## src/rtl/sfx_scheduler.sv

```systemverilog
// Sound-effect scheduler: latches play requests, grants the highest-priority clip,
// steps the sample ROM address once per sample period and registers duty for the PWM.
module sfx_scheduler #(
  parameter int unsigned NUM_REQ  = 4,
  parameter int unsigned ADDR_W   = 12,
  parameter int unsigned PERIOD_W = 32
) (
  input  logic                        clk,
  input  logic                        rst_n,
  input  logic [NUM_REQ-1:0]          req,
  input  logic [NUM_REQ*ADDR_W-1:0]   clip_start,
  input  logic [NUM_REQ*ADDR_W-1:0]   clip_end,
  input  logic [PERIOD_W-1:0]         period,
  input  logic                        mute,
  output logic [ADDR_W-1:0]           rom_addr,
  input  logic [7:0]                  rom_data,
  output logic [7:0]                  duty,
  output logic                        audio_en,
  output logic                        busy,
  output logic [$clog2(NUM_REQ)-1:0]  active_id,
  output logic                        done
);

  localparam int unsigned ID_W = $clog2(NUM_REQ);

  typedef enum logic [1:0] {
    IDLE  = 2'd0,
    START = 2'd1,
    PLAY  = 2'd2
  } state_t;

  state_t              state, state_nx;
  logic [NUM_REQ-1:0]  pending, pending_nx, clear_mask;
  logic [ID_W-1:0]     winner, active_id_nx;
  logic [ADDR_W-1:0]   addr_nx, start_sel, end_sel;
  logic [PERIOD_W-1:0] cnt, cnt_nx, eff_period;
  logic [7:0]          duty_nx;
  logic                done_nx;

  // Highest set pending bit wins.
  always_comb begin
    winner = '0;
    for (int unsigned i = 0; i < NUM_REQ; i++) begin
      if (pending[i]) winner = ID_W'(i);
    end
  end

  assign start_sel  = clip_start[winner*ADDR_W +: ADDR_W];
  assign end_sel    = clip_end[active_id*ADDR_W +: ADDR_W];
  assign eff_period = (period < PERIOD_W'(2)) ? PERIOD_W'(2) : period;

  always_comb begin
    state_nx     = state;
    clear_mask   = '0;
    addr_nx      = rom_addr;
    cnt_nx       = cnt;
    duty_nx      = duty;
    active_id_nx = active_id;
    done_nx      = 1'b0;
    case (state)
      IDLE: begin
        duty_nx = 8'd0;
        if (|pending) state_nx = START;
      end
      START: begin
        active_id_nx       = winner;
        addr_nx            = start_sel;
        cnt_nx             = '0;
        clear_mask[winner] = 1'b1;
        state_nx           = PLAY;
      end
      PLAY: begin
        cnt_nx = cnt + PERIOD_W'(1);
        if (mute) duty_nx = 8'd0;
        else if (cnt == PERIOD_W'(1)) duty_nx = rom_data;
        // Sample boundary; >= keeps a mid-sample period reduction from running away.
        if (cnt >= eff_period) begin
          cnt_nx = '0;
          if (rom_addr >= end_sel) begin
            done_nx = 1'b1;
            if (|pending) begin
              state_nx = START;
            end else begin
              state_nx = IDLE;
              duty_nx  = 8'd0;
            end
          end else if ((|pending) && (winner >= active_id)) begin
            state_nx = START;
          end else begin
            addr_nx = rom_addr + ADDR_W'(1);
          end
        end
      end
      default: state_nx = IDLE;
    endcase
    // A request landing on the clearing cycle survives.
    pending_nx = (pending & ~clear_mask) | req;
  end

  always_ff @(posedge clk) begin
    if (!rst_n) begin
      state     <= IDLE;
      pending   <= '0;
      rom_addr  <= '0;
      cnt       <= '0;
      duty      <= 8'd0;
      audio_en  <= 1'b0;
      busy      <= 1'b0;
      active_id <= '0;
      done      <= 1'b0;
    end else begin
      state     <= state_nx;
      pending   <= pending_nx;
      rom_addr  <= addr_nx;
      cnt       <= cnt_nx;
      duty      <= duty_nx;
      audio_en  <= (state_nx == PLAY);
      busy      <= (state_nx != IDLE);
      active_id <= active_id_nx;
      done      <= done_nx;
    end
  end

endmodule

```

## config.mk

```make
export PLATFORM = sky130hd
export DESIGN_NAME = sfx_scheduler
export DESIGN_NICKNAME = d
export VERILOG_FILES = /design/src/rtl/sfx_scheduler.sv
export SDC_FILE = /design/constraint.sdc
export NUM_CORES = 1
export LEC_CHECK = 0
export BUFFER_PORTS_ARGS = -buffer_cell sky130_fd_sc_hd__clkbuf_2
export CAP_MARGIN = 15
export CORE_MARGIN = 5
export CORE_UTILIZATION = 47
export DETAILED_ROUTE_END_ITERATION = 12
export HOLD_SLACK_MARGIN = 0.15
export MAX_ROUTING_LAYER = met4
export PLACE_DENSITY = 0.74
export SLEW_MARGIN = 10
export SYNTH_ARGS = -nofsm -noshare
export SYNTH_HDL_FRONTEND = slang
export SYNTH_SLANG_ARGS = --single-unit
export TNS_END_PERCENT = 50
```

## constraint.sdc

```tcl
create_clock -name clk -period 2.95 [get_ports clk]
set_input_delay 0.59 -clock clk [delete_from_list [all_inputs] [get_ports clk]]
set_output_delay 0.59 -clock clk [all_outputs]
set_load 0.01 [all_outputs]
```

==> out/results.md <==
Power
* 31.3% — clock group share of total power
* 3.172 nW — Leakage
* 0.3581 mV — Worst VDD drop
* 32.0% — sequential share of power
* 2.044 mW — cell-internal power
* 3.091 mW — final total power
* 449.7 nW/um2 — power per cell area
* 1.047 mW — switching power
* 33.86% — Sw Share
* 36.7% — Gate power share

Cells and area
* 0 — count of inserted antenna diode cells
* 6873 um2 — final std cell area, no fill
* 63.96% — utilization of the core after routing
* 1017 — total number of nets in the final design
* 35.03% — synthesis-to-layout area growth
* 966 — Non-Filler Instances
* 35.47% — fraction of layout cells with a size suffix above 1

STA
* -0.01784 ns — least setup slack across all paths after layout
* 0.005186 ns — skew final
* 53.76% — Rel. slew slack
* 2.968 ns — time the final worst path needs with I/O delays and setup
* 0 — Slew Limit Fails
* 0.6911 ns — worst-margin pin slew
* yes — RSZ-0062 raised after global routing
* 100.6% — period utilisation layout
* 336.9 MHz — fmax
* 2 — total setup violations reported at the end of the flow
* 0 — final hold vios

Clocking
* 9 — total clock buffers created by CTS
* 2 — maximum clock path buffer count
* 63 — count of clock tree sinks
* 0.34 ns — worst-skew pair later-pin latency
* 0.07 ns — Reg clk slew, reported paths
* 0 — hold_buf cts
* sky130_fd_sc_hd__clkbuf_8 — buffer type at the clock tree root
* yes — clock tree from TritonCTS
* 3 — CTS H-tree lvls

Global routing
* 23.96 mm — first-pass GRT wire length
* 26 — maximum number of pins on one net before global-route repair
* 26.97% — met1 demand-to-capacity share in global routing
* 3.805% — met3 usage
* 0 — GRT overflow
* met2 — layer carrying the most global-route usage
* 23.10% — global router's overall resource usage
* 0 — initial antenna violation count
* 39.77% — met2 track utilization from global routing
* 5327 — vias in the first global route

Routing
* 0 — DRC
* 5464 — total number of vias
* 15.72 mm — total detailed-routing wirelength
* 234 — 1st-iter DRT viols
* 16.27 um — post-detailed-route wirelength per cell
* 0 — number of nets with antenna violations after routing
* 5.656 — Vias per Instance
* 7 — number of search-and-repair iterations in the first detailed-routing pass

Yosys
* 0 — number of flops mapped to enable cells by yosys
* 8.105 um2 — synthesized area per cell
* sky130_fd_sc_hd__dfxtp_1 — cell taking the most area after synthesis
* 628 — gate count after technology mapping
* simple AND/OR/NAND/NOR gates — combinational family with the most area after synthesis
* 17.40% — Compound-Gate Fraction of Synth Area
* 5.162% — synthesized-area fraction occupied by xor and xnor cells
* sky130_fd_sc_hd__dfxtp_1 — most used flip-flop cell after synthesis
* 24.78% — part of the Yosys area used for sequential elements
* 5090 um2 — cell area after synthesis
* 7.891% — mux share of post-synthesis cell area
* 824 — number of nets in the synthesized netlist
* sky130_fd_sc_hd__nor2_1 — most repeated cell in the gate-level netlist after synthesis
* sky130_fd_sc_hd__nor2_1, sky130_fd_sc_hd__dfxtp_1, sky130_fd_sc_hd__inv_1, sky130_fd_sc_hd__ha_1, sky130_fd_sc_hd__a21oi_1 — commonest cells in the netlist
* 0 — number of warning messages in the yosys log
* sky130_fd_sc_hd__dfxtp_1, sky130_fd_sc_hd__ha_1, sky130_fd_sc_hd__nor2_1 — ranking of synthesized cells by area
* 24.78% — proportion of netlist area held by the largest area contributor
* 24.63% — fraction of the mapped netlist area in simple logic gates
* 56 — post-synthesis cell type count
* 13.03% — post-synthesis share of cell area spent on full adders, half adders and majority gates
* 63 — Synth Register Bits
* 0% — async set-or-reset flop fraction in the synthesized netlist

Floorplan
* 13010 um2 — Die ar.
* 47.37% — Initial Util
* 114.1 um — die boundary width
* 38 — site row count
* 10750 um2 — area of the core
* 168 — IO Count
* 114.1 um — vertical extent of the die

Worst setup path
* sky130_fd_sc_hd__a2111o_1 — slowest cell on the critical path
* 0.41 ns — largest stage delay on the critical path
* in2reg — Critical Setup Path Class
* 2 — sum of buffers and inverters on the critical path
* 4 — highest net fanout along the worst path
* clkbuf_2, nor4_2, nand4_1, nor2_2, nor2_1, ha_1, nor2b_1, o211ai_1, a2111o_1, a21oi_4, nor3_2, o31ai_1, buf_4, o211ai_2 — crit-path cells
* 3.19 ns — arrival time at the worst endpoint
* primary input — sort of element at the start of the critical path
* flop — crit end category
* compound AO/OA/AOI/OAI gates — family of cells with the greatest summed delay on the critical path
* 3.17 ns — data required time at the worst endpoint

Place
* 940 — Post-Place Cells
* 6251 um2 — instance area at placement
* 0.9224 — GP Congestion
* 11.98 mm — Post-DP HPWL
* 167 — quantity of I/O buffers inserted on ports

Status
* negative setup slack — violated checks
* complete, but fails checks — outcome

Hold path
* in2reg — Hold Crit Class

Flow run
* 0 — # Max-Cap Violations

-- routing by layer --
metal  routed length (um)  share of wire (%)  up-vias
met5                    0                  0        -
met4                  409                2.6        0
met3                  887                5.6       33
met2                 8017                 51      233
met1                 6402                 41     2533
li1                     -                  -     2665
-- per-stage QoR --
step                      hold WS [ns]  setup slack, ns  setup TNS [ns]
after global placement          0.4718          -0.3210          -15.05
after global routing            0.4632          -0.1756          -5.777
after CTS                       0.4482        -0.006321        -0.01211
final                           0.4535         -0.01784        -0.02119
after detailed placement        0.4868          -0.4354          -20.16
after floorplan                 0.4728          0.03018               0
-- what timing repair did --
action                                 in CTS  in global routing
pin swaps                                   4                 24
buffers inserted                            1                  4
endpoints found under the hold margin       0                  0
gates resized for setup                     6                 50
setup endpoints to repair                  30                 55
cloned                                      0                  5
-- path summary, 6_finish.rpt --
path | startpoint | end | slack [ns] | cells past startpoint
max reg2reg | active_id[0] | rom_addr[7] | 0.05 | 12
min | req[3] | pending[3] | 0.45 | 3
max | period[2] | busy | -0.02 | 14
min reg2reg | duty[1] | duty[1] | 0.51 | 2
-- cell usage in the layout, fill, tap and decap left out, types with 7 or more instances in the layout --
master / n
sky130_fd_sc_hd__clkbuf_2: 165
sky130_fd_sc_hd__nor2_1: 70
sky130_fd_sc_hd__dfxtp_1: 62
sky130_fd_sc_hd__inv_1: 59
sky130_fd_sc_hd__ha_1: 50
sky130_fd_sc_hd__nand2_1: 40
sky130_fd_sc_hd__nand3_1: 40
sky130_fd_sc_hd__a21oi_1: 39
sky130_fd_sc_hd__buf_4: 30
sky130_fd_sc_hd__o21ai_0: 25
sky130_fd_sc_hd__xor2_1: 16
sky130_fd_sc_hd__nand4_1: 15
sky130_fd_sc_hd__xnor2_1: 14
sky130_fd_sc_hd__mux4_2: 12
sky130_fd_sc_hd__and3_1: 12
sky130_fd_sc_hd__mux2i_1: 12
sky130_fd_sc_hd__clkbuf_8: 11
sky130_fd_sc_hd__nor4b_1: 9
sky130_fd_sc_hd__o2111ai_1: 9
sky130_fd_sc_hd__buf_6: 7
-- tightest hold or removal path, stage by stage --
cell and delay, ns:
sky130_fd_sc_hd__clkbuf_2 0.08, sky130_fd_sc_hd__a21oi_1 0.03, sky130_fd_sc_hd__nor2_1 0.06
-- area by class of cell --
type	instances	area [um2]
Fill cell	946	3872
Multi-Input combinational cell	477	3690
Sequential cell	63	1265
Timing Repair Buffer	208	1255
Inverter	62	232.7
Tap cell	140	175.2
Clock buffer	11	151.4
Clock inverter	5	103.9
-- power groups by stage --
stage / Clock (mW) / Combinational, mW / Sequential, mW
4_1_cts: 0.979 / 0.991 / 0.976
6_report: 0.967 / 1.14 / 0.988
3_5_place_dp: 0 / 0.970 / 0.995
3_3_place_gp: 0 / 0.930 / 0.993
5_1_grt: 1.02 / 1.24 / 0.993
2_1_floorplan: 0 / 0.588 / 0.995
-- registers in the layout (all words and copies together), names as in the netlist --
| signal | flops |
|---|---|
| cnt | 32 |
| rom_addr | 12 |
| duty | 8 |
| pending | 4 |
| active_id | 2 |
| state | 2 |
| audio_en | 1 |
| busy | 1 |
| done | 1 |
-- cells by family (layout without fill, tap and decap cells) --
kind of cell               after synthesis  in the layout
buffers and inverters                   89            286
and+or+nand+nor                        240            240
xor gates and xnor gates                30             30
adders and majority gates               53             53
muxes                                   25             25
DFF                                     63             63
AOI/OAI and AO/OA                      128            129
(Power assumes the default switching activity.)
